===== src/rtl/instr_fetch_seq_if.sv =====
`default_nettype none
// ============================================================================
// Module   : instr_fetch_seq_if
// Brief    : Control, memory and issue signals of the instruction fetch
//            sequencer, bundled for the sequencer and its environment.
// Revision : 1.0  initial release
// ============================================================================
interface instr_fetch_seq_if;
    logic        run;
    logic        stall;
    logic        branch;
    logic [11:0] branch_addr;
    logic        mem_rd;
    logic [11:0] mem_addr;
    logic        mem_ready;
    logic [15:0] mem_data;
    logic [14:0] instr;
    logic        tp;
    logic [11:0] pc;
    logic        parity_err;

    // The sequencer masters the memory read and drives the decode side.
    modport master (
        input  run, stall, branch, branch_addr, mem_ready, mem_data,
        output mem_rd, mem_addr, instr, tp, pc, parity_err
    );

    modport slave (
        output run, stall, branch, branch_addr, mem_ready, mem_data,
        input  mem_rd, mem_addr, instr, tp, pc, parity_err
    );
endinterface
`default_nettype wire


===== src/rtl/instr_fetch_seq.sv =====
`default_nettype none
// ============================================================================
// Module   : instr_fetch_seq
// Brief    : Single-outstanding instruction fetch sequencer with branch
//            redirect, downstream stall hold and sticky odd-parity halt.
// Revision : 1.0  initial release
// ============================================================================
module instr_fetch_seq (
    input  logic              clk,
    input  logic              reset,
    instr_fetch_seq_if.master bus
);

    localparam logic [11:0] C_PC_RESET = 12'h800;

    typedef enum logic [2:0] {
        S_IDLE  = 3'd0,
        S_FETCH = 3'd1,
        S_HOLD  = 3'd2,
        S_ISSUE = 3'd3,
        S_HALT  = 3'd4
    } state_t;

    state_t      r_state;
    logic [11:0] r_pc;
    logic [15:0] r_data;
    logic        r_mem_rd;
    logic        r_tp;
    logic [14:0] r_instr;
    logic        r_parity_err;

    state_t      w_state_nxt;
    logic [11:0] w_pc_nxt;
    logic [15:0] w_data_nxt;
    logic        w_mem_rd_nxt;
    logic        w_tp_nxt;
    logic [14:0] w_instr_nxt;
    logic        w_parity_err_nxt;
    logic        w_parity_ok;

    // A valid word carries an odd number of ones across all 16 bits.
    assign w_parity_ok = ^r_data;

    always_comb begin
        w_state_nxt      = r_state;
        w_pc_nxt         = r_pc;
        w_data_nxt       = r_data;
        w_parity_err_nxt = r_parity_err;

        case (r_state)
            S_IDLE: begin
                if (bus.branch) begin
                    w_pc_nxt = bus.branch_addr;
                end
                if (bus.run) begin
                    w_state_nxt = S_FETCH;
                end
            end

            S_FETCH: begin
                // A redirect wins over returning data; the stale word is dropped.
                if (bus.branch) begin
                    w_pc_nxt = bus.branch_addr;
                end else if (bus.mem_ready) begin
                    w_data_nxt  = bus.mem_data;
                    w_state_nxt = bus.stall ? S_HOLD : S_ISSUE;
                end
            end

            S_HOLD: begin
                if (bus.branch) begin
                    w_pc_nxt    = bus.branch_addr;
                    w_data_nxt  = '0;
                    w_state_nxt = S_FETCH;
                end else if (!bus.stall) begin
                    w_state_nxt = S_ISSUE;
                end
            end

            S_ISSUE: begin
                w_pc_nxt = bus.branch ? bus.branch_addr : r_pc + 12'd1;
                if (!w_parity_ok) begin
                    w_parity_err_nxt = 1'b1;
                    w_state_nxt      = S_HALT;
                end else begin
                    w_state_nxt = bus.run ? S_FETCH : S_IDLE;
                end
            end

            S_HALT: begin
                w_state_nxt = S_HALT;
            end

            default: begin
                w_state_nxt = S_IDLE;
            end
        endcase

        // Outputs are decoded from the next state so they leave a flop.
        w_mem_rd_nxt = (w_state_nxt == S_FETCH);
        w_tp_nxt     = (w_state_nxt == S_ISSUE);
        w_instr_nxt  = w_tp_nxt ? w_data_nxt[14:0] : r_instr;
    end

    always_ff @(posedge clk) begin
        if (reset) begin
            r_state      <= S_IDLE;
            r_pc         <= C_PC_RESET;
            r_data       <= '0;
            r_mem_rd     <= 1'b0;
            r_tp         <= 1'b0;
            r_instr      <= '0;
            r_parity_err <= 1'b0;
        end else begin
            r_state      <= w_state_nxt;
            r_pc         <= w_pc_nxt;
            r_data       <= w_data_nxt;
            r_mem_rd     <= w_mem_rd_nxt;
            r_tp         <= w_tp_nxt;
            r_instr      <= w_instr_nxt;
            r_parity_err <= w_parity_err_nxt;
        end
    end

    // The read address is the program counter flop itself, so it always tracks pc.
    assign bus.mem_rd     = r_mem_rd;
    assign bus.mem_addr   = r_pc;
    assign bus.tp         = r_tp;
    assign bus.instr      = r_instr;
    assign bus.pc         = r_pc;
    assign bus.parity_err = r_parity_err;

endmodule
`default_nettype wire


===== src/flat_wrapper.sv =====
// flat-port wrapper written by rule: the top's interface ports become plain ports
module instr_fetch_seq_flat 
  (clk, reset, bus_run, bus_stall, bus_branch, bus_branch_addr, bus_mem_ready, bus_mem_data, bus_mem_rd, bus_mem_addr, bus_instr, bus_tp, bus_pc, bus_parity_err);
  instr_fetch_seq_if bus_i ();
  input  logic clk;
  input  logic reset;
  input wire logic [$bits(bus_i.run)-1:0] bus_run;
  input wire logic [$bits(bus_i.stall)-1:0] bus_stall;
  input wire logic [$bits(bus_i.branch)-1:0] bus_branch;
  input wire logic [$bits(bus_i.branch_addr)-1:0] bus_branch_addr;
  input wire logic [$bits(bus_i.mem_ready)-1:0] bus_mem_ready;
  input wire logic [$bits(bus_i.mem_data)-1:0] bus_mem_data;
  output wire logic [$bits(bus_i.mem_rd)-1:0] bus_mem_rd;
  output wire logic [$bits(bus_i.mem_addr)-1:0] bus_mem_addr;
  output wire logic [$bits(bus_i.instr)-1:0] bus_instr;
  output wire logic [$bits(bus_i.tp)-1:0] bus_tp;
  output wire logic [$bits(bus_i.pc)-1:0] bus_pc;
  output wire logic [$bits(bus_i.parity_err)-1:0] bus_parity_err;
  assign bus_i.run = bus_run;
  assign bus_i.stall = bus_stall;
  assign bus_i.branch = bus_branch;
  assign bus_i.branch_addr = bus_branch_addr;
  assign bus_i.mem_ready = bus_mem_ready;
  assign bus_i.mem_data = bus_mem_data;
  assign bus_mem_rd = bus_i.mem_rd;
  assign bus_mem_addr = bus_i.mem_addr;
  assign bus_instr = bus_i.instr;
  assign bus_tp = bus_i.tp;
  assign bus_pc = bus_i.pc;
  assign bus_parity_err = bus_i.parity_err;
  instr_fetch_seq u_core (.clk(clk), .reset(reset), .bus(bus_i));
endmodule

===== config.mk =====
export PLATFORM = sky130hd
export DESIGN_NAME = instr_fetch_seq_flat
export DESIGN_NICKNAME = d
export VERILOG_FILES = /design/src/rtl/instr_fetch_seq_if.sv /design/src/rtl/instr_fetch_seq.sv /design/src/flat_wrapper.sv
export SDC_FILE = /design/constraint.sdc
export NUM_CORES = 1
export LEC_CHECK = 0
export ABC_AREA = 1
export BUFFER_PORTS_ARGS = -buffer_cell sky130_fd_sc_hd__buf_2
export CAP_MARGIN = 20
export CORE_ASPECT_RATIO = 1.4
export CORE_MARGIN = 1.5
export CORE_UTILIZATION = 57
export DETAILED_ROUTE_END_ITERATION = 16
export PLACE_DENSITY = 0.85
export SKIP_CTS_REPAIR_TIMING = 1
export SLEW_MARGIN = 20
export SYNTH_ARGS = -nofsm -noshare
export SYNTH_HDL_FRONTEND = slang
export SYNTH_SLANG_ARGS = --single-unit

===== constraint.sdc =====
create_clock -name clk -period 3.9 [get_ports clk]
set_input_delay 0.39 -clock clk [delete_from_list [all_inputs] [get_ports clk]]
set_output_delay 0.39 -clock clk [all_outputs]
set_load 0.02 [all_outputs]

==> flow_summary.toml <==
[placed_design]
dp_hpwl_um = 4620
gp_congestion = 0.793
place_inst = 565
portBuffers = 75
placed_cell_area_um2 = 3130

[timing]
hold_violations = 0
tightestPinTransition_ns = 0.932
setup_violations = 0
final-max-slew-violation-count = 0
fmax_ghz = 0.522
final.setup.tns_ns = 0
skew_ns = 0.00576
rsz0062_at_grt = "false"
finalCritPeriodShare = 0.492
slew_headroom = 0.375
period_minus_slack_ns = 1.92

[route]
vias_per_cell = 5.03
drtIter0Drc = 145
drtPass1Iterations = 5
via_count = 2883
routed_wl_um = 6250
drc_errors = 0
ant_nets = 0
wl_per_cell_um = 10.9

[finish]
final_layout_size_suffix_gt1_frac = 0.204
fin_cells = 573
finalNetCount = 543
area_growth_pct = 12.5
fillers = 442
design_area_um2 = 3210
insertedDiodeCount = 0

[clock_network]
cts_root_buf = "clkbuf_8"
clk_latency_ns = 0.30
numCtsBuffers = 5
htree_levels = 2
clkSinkCount = 49
cts_tree = "built"
cts_buffer_depth = 2
path_clk_slew_ns = 0.09

[synthesis]
ys_warn_count = 0
syn-cell-area_um2 = 2860
ys_ff_latch = 49
ys_seq_area_frac = 0.343
syn_inst = 454
synth.distinct_cells = 31
avgSynthCellArea_um2 = 6.29
syn_nets = 489

[floorplanning]
row_count = 30
coreArea_um2 = 4840
io_pins = 76
die_area_um2 = 5450
die_w_um = 62.8
initial_core_util = 0.590
die_y_um = 86.8

[power_and_ir_drop]
p_per_area_nw_per_um2 = 342
combPwrFrac = 0.236
p_clk_frac = 0.264
peakVddDrop_uv = 245
internal_power_mw = 0.742
p_leak_nw = 1.80
total_power_mw = 1.10
p_seq_frac = 0.501
switching_share = 0.324
switchingPower_mw = 0.356

[grt]
grt_pass1_vias = 2590
grt_max_degree = 36
grt_usage = 0.237
antenna_found_initial = 0
grt_pass1_wl_um = 10600
use_met1 = 0.264
grt.busiest_layer = "met2"
gr-usage-met3 = 0.0351
use_met2 = 0.465
overflow = 0

[setup_path]
cp_slowest_cell = "dfxtp_1"
cp.arrival_ns = 2.09
critPathBufInv = 0
path_delay_family = "simple AND/OR/NAND/NOR gates"
critPathLaunchType = "flop"
endpoint_kind = "flop"
path_class = "flop to flop"
crit_chain = "ha_1, nand2_1, nor2_1, nand2_1, nor2_1, nand2_1, nor2_1, nand3_1, a21oi_1, o21ai_0, o21ai_0, a21oi_1"
crit_fanout = 6
slowest_delay_ns = 0.42
critPathRequiredTime_ns = 4.07

[run]
max-cap-violations = 0

[outcome]
outcome = "finished, final reports clean"

[min_path]
hold_class = "input pin to flop"
-- stage by stage --
| stage | setup WS [ns] | hold WS, ns | utilization |
|---|---|---|---|
| after floorplan | 2.08 | 0.468 | - |
| after global placement | 1.75 | 0.446 | 0.647 |
| after detailed placement | 1.68 | 0.449 | 0.647 |
| after CTS | 1.99 | 0.345 | 0.664 |
| after global routing | 1.72 | 0.345 | 0.664 |
| final | 1.98 | 0.359 | 0.664 |
-- per-layer routing --
metal / vias to the layer above / part of all wire
met2: 78 / 0.51
li1: 1499 / -
met5: - / 0
met1: 1302 / 0.44
met4: 0 / 0.0082
met3: 4 / 0.047
-- cell usage after synthesis --
| master | count | share of area |
|---|---|---|
| a211oi_1 | 2 | 0.0053 |
| a21oi_1 | 13 | 0.023 |
| a221oi_1 | 5 | 0.015 |
| buf_2 | 4 | 0.0070 |
| buf_4 | 13 | 0.034 |
| buf_6 | 2 | 0.0079 |
| buf_8 | 1 | 0.0053 |
| clkbuf_1 | 8 | 0.011 |
| clkbuf_2 | 2 | 0.0035 |
| clkinv_1 | 2 | 0.0026 |
| dfxtp_1 | 49 | 0.34 |
| ha_1 | 1 | 0.0044 |
| inv_1 | 74 | 0.097 |
| inv_2 | 4 | 0.0053 |
| nand2_1 | 119 | 0.16 |
| nand2_2 | 8 | 0.018 |
| nand2_4 | 1 | 0.0039 |
| nand3_1 | 6 | 0.011 |
| nand3_2 | 1 | 0.0035 |
| nand4_1 | 1 | 0.0022 |
| nand4_2 | 1 | 0.0044 |
| nor2_1 | 55 | 0.072 |
| nor2_2 | 5 | 0.011 |
| nor3_1 | 17 | 0.030 |
| o211ai_1 | 1 | 0.0026 |
| o21ai_0 | 33 | 0.058 |
| o21ai_1 | 1 | 0.0018 |
| o221ai_1 | 1 | 0.0031 |
| o22ai_1 | 17 | 0.037 |
| xnor2_1 | 4 | 0.012 |
| xor2_1 | 3 | 0.0092 |
-- cell type report --
cell class / count / area [µm²] / share of cell area
clock inverters: 2 / 10.0 / 0.00311
clock buffers: 6 / 72.6 / 0.0226
inverters: 80 / 300 / 0.0934
well taps: 64 / 80.1 / 0.0249
flip-flops and latches: 49 / 981 / 0.305
repair buffers: 77 / 390 / 0.121
multi-input cells: 295 / 1380 / 0.429
-- state kept, by name, summed over array words and instances (netlist names) --
register	flops
u_core.r_state	3
u_core.bus.parity_err	1
u_core.r_data	16
u_core.bus.instr	15
u_core.bus.mem_rd	1
u_core.bus.mem_addr	12
u_core.bus.tp	1
-- power groups by stage --
stage / Combinational [mW] / Sequential (mW) / Clock, mW
6_report: 0.259 / 0.550 / 0.289
5_1_grt: 0.292 / 0.554 / 0.314
4_1_cts: 0.260 / 0.550 / 0.297
3_5_place_dp: 0.259 / 0.561 / 0
3_3_place_gp: 0.252 / 0.560 / 0
2_1_floorplan: 0.180 / 0.580 / 0
-- kinds of logic after synthesis --
| logic type | share of synthesized area |
|---|---|
| simple gates | 0.311 |
| buf+inv | 0.173 |
| compound gates | 0.146 |
| flops | 0.343 |
| xor+xnor | 0.0215 |
| fa+ha+maj | 0.00438 |
-- final timing paths --
kind                                            start                                   end  slack, ns  depth (start not counted)
setup reg to reg  u_core.bus.mem_addr[0]$_SDFFE_PP0P_  u_core.bus.mem_addr[10]$_SDFFE_PP0P_       1.98                         12
hold / removal                       bus_mem_data[15]        u_core.r_data[15]$_SDFFE_PP0P_       0.36                          3
hold reg to reg    u_core.bus.parity_err$_SDFFE_PP0P_    u_core.bus.parity_err$_SDFFE_PP0P_       0.46                          2
setup / recovery  u_core.bus.mem_addr[0]$_SDFFE_PP0P_  u_core.bus.mem_addr[10]$_SDFFE_PP0P_       1.98                         12
-- worst register-to-register path, delay by kind of cell (launching register included) --
family | cells | cell delay (ns)
and+or+nand+nor | 7 | 0.82
DFF | 1 | 0.42
AOI/OAI and AO/OA | 4 | 0.37
adders and majority gates | 1 | 0.19
-- cell usage in the layout, fill, tap and decap left out, types with 6 or more instances in the layout --
cell,netlist,routed
nand3_1,6,6
o22ai_1,17,17
dfxtp_1,49,49
nor2_1,55,55
nand2_1,119,119
buf_2,4,75
nor3_1,17,17
a21oi_1,13,13
inv_1,74,74
nand2_2,8,8
o21ai_0,33,33
Power figures use the tool's default switching activity.
